## src/rtl/bcd_conv_scheduler.sv

```systemverilog
// Round-robin scheduler sharing one external 0..59 binary-to-BCD converter among NUM_CH channels.
// Optional macro BCD_RANGE_CHECK_EN: out-of-range grants (>59) raise err instead of updating digits.
module bcd_conv_scheduler #(
  parameter int NUM_CH = 3
) (
  input  logic                  clk,
  input  logic                  rst,
  input  logic [NUM_CH-1:0]     req,
  input  logic [NUM_CH*6-1:0]   bin_in,
  output logic [5:0]            conv_bin,
  input  logic [3:0]            conv_tens,
  input  logic [3:0]            conv_ones,
  output logic [NUM_CH-1:0]     ack,
  output logic [NUM_CH*8-1:0]   bcd_out,
  output logic                  busy,
  output logic                  err
);

  localparam int IW = (NUM_CH > 1) ? $clog2(NUM_CH) : 1;

  typedef enum logic {
    S_IDLE = 1'b0,
    S_CONV = 1'b1
  } state_t;

  state_t              r_state;
  state_t              w_state_next;
  logic [IW-1:0]       r_ptr;
  logic [IW-1:0]       r_gnt;
  logic [IW-1:0]       w_grant;
  logic                w_grant_valid;
  logic                w_take;
  logic [NUM_CH-1:0]   w_eligible;
  logic [NUM_CH-1:0]   r_ack;
  logic [NUM_CH-1:0]   w_ack_next;
  logic [5:0]          r_conv_bin;
  logic [5:0]          w_sel_bin;
  logic                r_err;
  logic                w_sel_bad;
  logic                w_skip;
  logic                w_conv;
  logic                w_capture;

  // The channel acked this cycle is masked so a still-held req cannot be granted twice.
  assign w_eligible = req & ~r_ack;

  // Search ptr+1, ptr+2, ... ; iterate farthest-first so the nearest hit wins.
  always_comb begin
    logic [IW-1:0] idx;
    w_grant_valid = 1'b0;
    w_grant       = '0;
    idx           = '0;
    for (int k = NUM_CH; k >= 1; k--) begin
      idx = IW'((int'(r_ptr) + k) % NUM_CH);
      if (w_eligible[idx]) begin
        w_grant_valid = 1'b1;
        w_grant       = idx;
      end
    end
  end

  always_ff @(posedge clk or posedge rst) begin
    if (rst) begin
      r_state <= S_IDLE;
    end else begin
      r_state <= w_state_next;
    end
  end

  always_comb begin
    w_state_next = r_state;
    w_take       = 1'b0;
    w_conv       = 1'b0;
    case (r_state)
      S_IDLE: begin
        if (w_grant_valid) begin
          w_take       = 1'b1;
          w_state_next = S_CONV;
        end
      end
      S_CONV: begin
        w_conv       = 1'b1;
        w_state_next = S_IDLE;
      end
      default: w_state_next = S_IDLE;
    endcase
  end

  assign w_sel_bin = bin_in[int'(w_grant)*6 +: 6];

`ifdef BCD_RANGE_CHECK_EN
  logic r_range_err;
  assign w_sel_bad = (w_sel_bin > 6'd59);
  always_ff @(posedge clk or posedge rst) begin
    if (rst) begin
      r_range_err <= 1'b0;
    end else if (w_take) begin
      r_range_err <= w_sel_bad;
    end
  end
  assign w_skip = r_range_err;
`else
  assign w_sel_bad = 1'b0;
  assign w_skip    = 1'b0;
`endif

  assign w_capture = w_conv & ~w_skip;

  always_ff @(posedge clk or posedge rst) begin
    if (rst) begin
      r_ptr      <= IW'(NUM_CH - 1);
      r_gnt      <= '0;
      r_conv_bin <= '0;
      r_ack      <= '0;
      r_err      <= 1'b0;
    end else begin
      r_ack <= w_ack_next;
      r_err <= w_conv & w_skip;
      if (w_take) begin
        r_gnt <= w_grant;
        r_ptr <= w_grant;
        // A rejected out-of-range value never reaches the converter.
        if (!w_sel_bad) begin
          r_conv_bin <= w_sel_bin;
        end
      end
    end
  end

  for (genvar gi = 0; gi < NUM_CH; gi++) begin : g_ch
    logic [7:0] r_bcd;

    assign w_ack_next[gi] = w_conv & (r_gnt == IW'(gi));

    always_ff @(posedge clk or posedge rst) begin
      if (rst) begin
        r_bcd <= 8'h00;
      end else if (w_capture && (r_gnt == IW'(gi))) begin
        r_bcd <= {conv_tens, conv_ones};
      end
    end

    assign bcd_out[gi*8 +: 8] = r_bcd;
  end

  assign conv_bin = r_conv_bin;
  assign ack      = r_ack;
  assign busy     = (r_state == S_CONV);
  assign err      = r_err;

endmodule

```

## config.mk

```make
export PLATFORM = sky130hd
export DESIGN_NAME = bcd_conv_scheduler
export DESIGN_NICKNAME = d
export VERILOG_FILES = /design/src/rtl/bcd_conv_scheduler.sv
export SDC_FILE = /design/constraint.sdc
export NUM_CORES = 1
export LEC_CHECK = 0
export BUFFER_PORTS_ARGS = -buffer_cell sky130_fd_sc_hd__buf_2
export CAP_MARGIN = 20
export CORE_ASPECT_RATIO = 1.75
export CORE_MARGIN = 2
export CORE_UTILIZATION = 39
export CTS_CLUSTER_DIAMETER = 150
export DETAILED_ROUTE_END_ITERATION = 12
export MAX_ROUTING_LAYER = met4
export PLACE_DENSITY = 0.66
export SKIP_LAST_GASP = 1
export SYNTH_ARGS = -nofsm -noshare
export SYNTH_HDL_FRONTEND = slang
export SYNTH_SLANG_ARGS = --single-unit
```

## constraint.sdc

```tcl
create_clock -name clk -period 5.4 [get_ports clk]
set_input_delay 0.81 -clock clk [delete_from_list [all_inputs] [get_ports clk]]
set_output_delay 0.81 -clock clk [all_outputs]
set_load 0.01 [all_outputs]
```

==> results of run 1 <==
state kept, by name, indices dropped and copies added (netlist names):
register / cells
conv_bin: 6
ack: 3
r_gnt: 1
g_ch.r_bcd: 24
r_ptr: 2
busy: 1
per-layer routing:
layer / wire (um) / vias up
met1: 1700 / 722
met2: 2140 / 56
met4: 102 / 0
li1: - / 717
met3: 241 / 10
met5: 0 / -
area by class of cell:
class                   instances  area, um2
clock inverters                 1       30.0
fillers                       412       2140
multi-input cells             115        759
flip-flops and latches         37        927
well taps                      51       63.8
clock buffers                   7       86.3
repair buffers                 66        335
inverters                       6       22.5
synth_stat cells:
cell type,count
maj3_1,1
o21a_1,1
buf_6,1
a21boi_1,1
o211ai_1,1
a31oi_1,6
nand2_1,49
clkinv_1,2
o2111ai_1,6
dfstp_2,1
buf_4,2
a211oi_1,1
nand3_1,3
nand2b_1,2
or3_1,1
a21bo_2,1
ha_1,2
o41ai_1,6
and2_4,1
nand2b_4,1
a2111oi_4,1
inv_1,4
maj3_2,1
nor4_1,6
and3_1,2
o21ai_1,1
conb_1,1
nor2b_1,1
dfrtp_1,36
clkbuf_1,6
mux2i_1,3
mux2_2,14
nor3_1,2
placed cells by master, fill, tap and decap left out, types with 2 or more instances in the layout:
cell type  netlist  layout
nand2b_1         2       2
dfrtp_1         36      36
ha_1             2       2
buf_4            2       2
o2111ai_1        6       6
and3_1           2       2
buf_2            0      64
clkbuf_8         0       6
nand3_1          3       3
nor3_1           2       2
clkinv_1         2       2
inv_1            4       4
nand2_1         49      49
o41ai_1          6       6
a31oi_1          6       6
mux2i_1          3       3
mux2_2          14      14
nor4_1           6       6
critical path: stages, from the launching register on:
cell       delay [ns]
dfstp_2          0.53
inv_1            0.05
ha_1             0.45
maj3_2           0.39
a2111oi_4        0.75
mux2_2           0.41
cell families (layout without fill, tap and decap cells):
family / after synthesis / in the layout / synth area share
AOI/OAI and AO/OA: 25 / 25 / 0.122
muxes: 17 / 17 / 0.107
buffers and inverters: 15 / 80 / 0.0406
and+or+nand+nor: 68 / 68 / 0.174
other: 1 / 1 / 0.00213
DFF: 37 / 37 / 0.527
adders and majority gates: 4 / 4 / 0.0263
report_power, final:
part	leakage [nW]	switching (mW)	internal (mW)
sequential	0.447	0.0733	0.417
combinational	0.598	0.372	0.296
clock	0.0585	0.0933	0.151
total	1.10	0.539	0.863
worst min-delay path by stage:
stage | depth (start not counted) | slack, ns | endpoint
floorplan | 2 | 0.47 | r_ptr[1]
global route | 2 | 0.51 | g_ch[1].r_bcd[0]
detailed placement | 2 | 0.46 | g_ch[1].r_bcd[0]
global placement | 2 | 0.45 | g_ch[2].r_bcd[6]
CTS | 2 | 0.48 | g_ch[1].r_bcd[0]
finish | 2 | 0.48 | g_ch[1].r_bcd[1]
==> out/qor.csv, run 1 <==
stage;metric;value;unit
worst_setup_path;path_class;flip-flop to flip-flop;
pwr;p_per_area;630;mW/mm2
finish;fin_nets;264;
worst_setup_path;worstSetupEndpoint;conv_bin[4];
clock_tree;clk_latency;0.28;ns
sta;timing.hold.ws;0.476;ns
clock_tree;cts_hold_buf;0;
drt;drt_wl_total;4.18;mm
sta;setup_viol;0;
drt;detail_route.drc_violations;0;
sta;final_max_slew_viol_count;0;
finish;antennaDiodeCount;0;
sta;grt_setup_unrepaired;no;
synth;syn_nets;200;
global_route;grt_pass1_wl;6.67;mm
clock_tree;cts_buffers;5;
drt;vias;1505;
worst_setup_path;critPathMaxFanout;14;
synth;synth_cell_types;33;
sta;max_slew_margin;0.496;
global_route;grt_use_met3;0.0306;
synth;syn_inst;167;
clock_tree;cts_resized;0;
worst_setup_path;worst_r2r_endpoint;conv_bin[4];
synth;ys_warn_count;0;
global_route;grt_pass1_vias;1473;
global_route;antenna_found_initial;0;
hold_path;hp-start;g_ch[1].r_bcd[1];
drt;dr.pass1.iters;4;
worst_setup_path;critPathLaunchType;flip-flop;
worst_setup_path;reg2reg_slack;2.70;ns
worst_setup_path;rr_worst_depth;5;
place;dp_cells;275;
status;outcome;finished, final reports clean;
worst_setup_path;cp_data_arrival_time;2.87;ns
synth;avgSynthCellArea;10.5;um2
worst_setup_path;worstSetupEndpointType;flip-flop;
clock_tree;htreeDepth;2;
synth;synth.area.top_cells;dfrtp_1 (51%), nand2_1 (10%), mux2_2 (9.0%);
global_route;grt.met1_usage;0.211;
place;dpl_cell_area;0.00211;mm2
worst_setup_path;crit_start;r_ptr[1];
sta;worst_slew_pin_slew;0.755;ns
global_route;grt_start_max_net_pins;38;
global_route;overflow;0;
clock_tree;cts_root_buffer;clkbuf_8;
job;drv_cap;0;
finish;instances_no_fill;283;
sta;fin_skew;0.00378;ns
clock_tree;cts.sinks;37;
sta;fmax;371;MHz
floorplanning;core_region_area;0.00436;mm2
drt;viasPerCell;5.32;
floorplanning;dieArea;0.00508;mm2
place;gp_congestion;0.723;
drt;routedWlPerCell;14.8;um
worst_setup_path;required;5.57;ns
sta;worst_slack;2.70;ns
pwr;p_leak;1.10;nW
sta;fin_crit;2.70;ns
clock_tree;cts.clk_slew.worst_paths;0.07;ns
synth;ys_ff_latch;37;
drt;ant_nets;0;
place;dpl.hpwl;3.10;mm
synth;synth.top_cell.area_share;0.512;
sta;setup-tns-final;0;ns
hold_path;hold_path_class;flip-flop to flip-flop;
clock_tree;cts_buffer_depth;2;
place;io_buffers;64;
synth;synth_area_leader_cell;dfrtp_1;
synth;ys_seq_area_frac;0.527;
drt;drtIter0Drc;28;
finish;fin_util;0.510;
global_route;track_usage;0.184;
global_route;grt.busiest_layer;met2;
clock_tree;cts_tree;yes;
sta;timing.final.crit_share;0.500;
floorplanning;row_count;32;
place;dp_slack;2.41;ns
finish;area_growth;26.5;%
finish;drive_above_1_share;0.401;
floorplanning;die_x;54.8;um
floorplanning;pin_count;66;
floorplanning;die_h;92.8;um
global_route;gr-usage-met2;0.306;
synth;synth_area;0.00176;mm2
pwr;ir_worst_vdd;0.376;mV
pwr;total_power;1.40;mW
floorplanning;start_util;0.403;
worst_setup_path;reg2reg_from;r_ptr[1];
sta;hold_viol;0;
finish;finalInstanceArea;0.00222;mm2
clock_tree;cts_setup_buffers;0;
(Power assumes the default switching activity.)
==> inputs of run 2 (changes only) <==
--- a/config.mk
+++ b/config.mk
@@ -13,7 +13,7 @@
 export CTS_CLUSTER_DIAMETER = 150
 export DETAILED_ROUTE_END_ITERATION = 12
 export MAX_ROUTING_LAYER = met4
-export PLACE_DENSITY = 0.66
+export PLACE_DENSITY = 0.68
 export SKIP_LAST_GASP = 1
 export SYNTH_ARGS = -nofsm -noshare
 export SYNTH_HDL_FRONTEND = slang
==> constraint.sdc (replaced) <==
create_clock -name clk -period 2.3 [get_ports clk]
set_input_delay 0.345 -clock clk [delete_from_list [all_inputs] [get_ports clk]]
set_output_delay 0.345 -clock clk [all_outputs]
set_load 0.01 [all_outputs]
==> run 2 against run 1 <==
Compared with the run above:
- register-to-register slack worse by 2.6 ns
- final cell count up 1.8%
- maximum frequency up 23%
- worst hold slack worse by 0.32 ns
- first-iteration DRC count up 14%
- worst setup slack worse by 2.6 ns
- sequential power up 130%
- largest power group unchanged
- design area up 2.2%
- via count down 0.47%
- combinational power rose to 2.7 times the previous value
- critical endpoint is now conv_bin[5]
==> out/qor.csv, run 2 (synthesized netlist as in run 1, its figures left out) <==
stage;metric;value;unit;change
drt;detail_route.drc_violations;0;;unchanged
clock_tree;cts_setup_buffers;0;;unchanged
clock_tree;cts_tree;yes;;
pwr;power_frac_seq;0.344;;-0.006
pwr;p_per_area;1470;mW/mm2;+130%
drt;routedWlPerCell;15.2;um;+2.8%
pwr;p_int;2.04;mW;+140%
drt;viasPerCell;5.20;;-2.2%
finish;top_register;g_ch.r_bcd;;
drt;dr.pass1.iters;4;;unchanged
finish;fin_util;0.521;;+0.0112
global_route;track_usage;0.197;;+0.0130
place;io_buffers;64;;unchanged
worst_setup_path;cp_data_arrival_time;2.37;ns;-0.50 ns
global_route;grt_pass1_wl;7.05;mm;+5.7%
sta;final_max_slew_viol_count;0;;unchanged
pwr;p_leak;1.14;nW;+3.2%
worst_setup_path;path_class;flip-flop to flip-flop;;
place;dpl.hpwl;3.33;mm;+7.2%
place;dp_slack;0.104;ns;-2.30 ns
worst_setup_path;critPathLaunchType;flip-flop;;
worst_setup_path;critPathMaxFanout;14;;unchanged
clock_tree;clk_latency;0.28;ns;about the same
clock_tree;cts_hold_buf;0;;unchanged
drt;drtIter0Drc;32;;+14%
floorplanning;start_util;0.403;;unchanged
clock_tree;cts_buffer_depth;2;;unchanged
finish;fin_nets;269;;+1.9%
floorplanning;core_region_area;0.00436;mm2;unchanged
finish;seqCellArea;927;um2;unchanged
pwr;p_switching;1.32;mW;+140%
finish;most-common-layout-cells;buf_2 (64), nand2_1 (49), dfrtp_1 (36), mux2_2 (8), buf_4 (7);;
place;dp_cells;280;;+1.8%
drt;vias;1498;;-0.47%
floorplanning;die_h;92.8;um;unchanged
global_route;antenna_found_initial;0;;unchanged
drt;ant_nets;0;;unchanged
finish;fill_cells;435;;+5.6%
finish;finalInstanceArea;0.00227;mm2;+2.2%
clock_tree;cts.clk_slew.worst_paths;0.07;ns;about the same
finish;largest_reg_flops;24;;unchanged
sta;setup-tns-final;0;ns;unchanged
sta;fin_skew;0.00240;ns;-0.00139 ns
worst_setup_path;required;2.47;ns;-3.10 ns
finish;drive_above_1_share;0.430;;+0.0295
place;gp_congestion;0.777;;+7.4%
global_route;grt_start_max_net_pins;38;;unchanged
finish;antennaDiodeCount;0;;unchanged
clock_tree;cts.sinks;37;;unchanged
finish;final_common_cell;buf_2;;
sta;worst_slack;0.0976;ns;-2.60 ns
job;drv_cap;0;;unchanged
clock_tree;cts_buffers;5;;unchanged
sta;grt_setup_unrepaired;no;;
pwr;total_power;3.35;mW;+140%
hold_path;hold_path_class;input port to asynchronous set/reset pin;;
global_route;grt_pass1_vias;1515;;+2.9%
sta;setup_viol;0;;unchanged
pwr;swShare;0.392;;+0.00793
finish;multi_input_area;805;um2;+5.9%
floorplanning;dieArea;0.00508;mm2;unchanged
sta;timing.final.crit_share;0.958;;+0.458
floorplanning;die_x;54.8;um;unchanged
floorplanning;pin_count;66;;unchanged
sta;timing.hold.ws;0.154;ns;-0.322 ns
pwr;clock_power_share;0.126;;-0.048
floorplanning;row_count;32;;unchanged
worst_setup_path;worstSetupEndpointType;flip-flop;;
clock_tree;cts_resized;0;;unchanged
finish;instances_no_fill;288;;+1.8%
place;dpl_cell_area;0.00219;mm2;+3.8%
global_route;overflow;0;;unchanged
finish;area_growth;29.3;%;
drt;drt_wl_total;4.38;mm;+4.6%
pwr;combPwrFrac;0.529;;+0.052
pwr;ir_worst_vdd;0.902;mV;+140%
sta;hold_viol;0;;unchanged
sta;fin_crit;2.20;ns;-0.496 ns
status;outcome;finished, final reports clean;;
clock_tree;cts_root_buffer;clkbuf_8;;
clock_tree;htreeDepth;2;;unchanged
sta;fmax;454;MHz;+23%
[run 2: changes by cell type in the layout (fill, tap and decap cells not counted)]
cell and change:
bufinv_16 -1, inv_1 -1, mux2_2 -6, clkinv_2 +2, ha_2 +1, nand2b_1 -1, buf_4 +5, mux2_4 +6
nand2b_4 +1, inv_2 +1, ha_4 +1, clkbuf_8 -1, ha_1 -2
[run 2: power by group through the flow]
stage | combinational [mW] | sequential [mW] | clock [mW]
floorplan | 1.03 | 1.30 | 0
global placement | 1.74 | 1.16 | 0
detailed placement | 1.78 | 1.17 | 0
CTS | 1.79 | 1.16 | 0.448
global route | 1.94 | 1.20 | 0.483
finish | 1.78 | 1.15 | 0.423
[run 2: per-layer routing]
| metal | GRT usage | wire [um] | vias to the layer above |
|---|---|---|---|
| met3 | 0.0323 | 231 | 5 |
| li1 | - | - | 724 |
| met5 | - | 0 | - |
| met1 | 0.224 | 1720 | 715 |
| met4 | 0.0688 | 68 | 0 |
| met2 | 0.335 | 2360 | 54 |
[run 2: area by class of cell]
cell class                 instances  area share
sequential                        37       0.408
multi-input combinational        115       0.354
timing repair buffer              71       0.164
clock buffer                       6      0.0319
tap                               51      0.0281
inverter                           6     0.00991
clock inverter                     2     0.00440
[run 2: worst max-delay path: stages, from the launching register on]
cell and delay [ns]:
dfstp_2 0.54, inv_2 0.05, ha_4 0.26, maj3_2 0.34, a2111oi_4 0.37, buf_4 0.22
mux2_4 0.30
[run 2: final timing paths]
kind	depth (start not counted)	slack [ns]	to	startpoint
worst min-delay path	3	0.15	g_ch[0].r_bcd[6]	rst
min in group clk	3	0.28	g_ch[2].r_bcd[2]	conv_ones[2]
worst max-delay path	6	0.1	conv_bin[5]	r_ptr[1]
worst min register to register	2	0.47	g_ch[1].r_bcd[5]	g_ch[1].r_bcd[5]
worst max register to register	6	0.1	conv_bin[5]	r_ptr[1]
max in group asynchronous	3	1.80	r_ptr[1]	rst
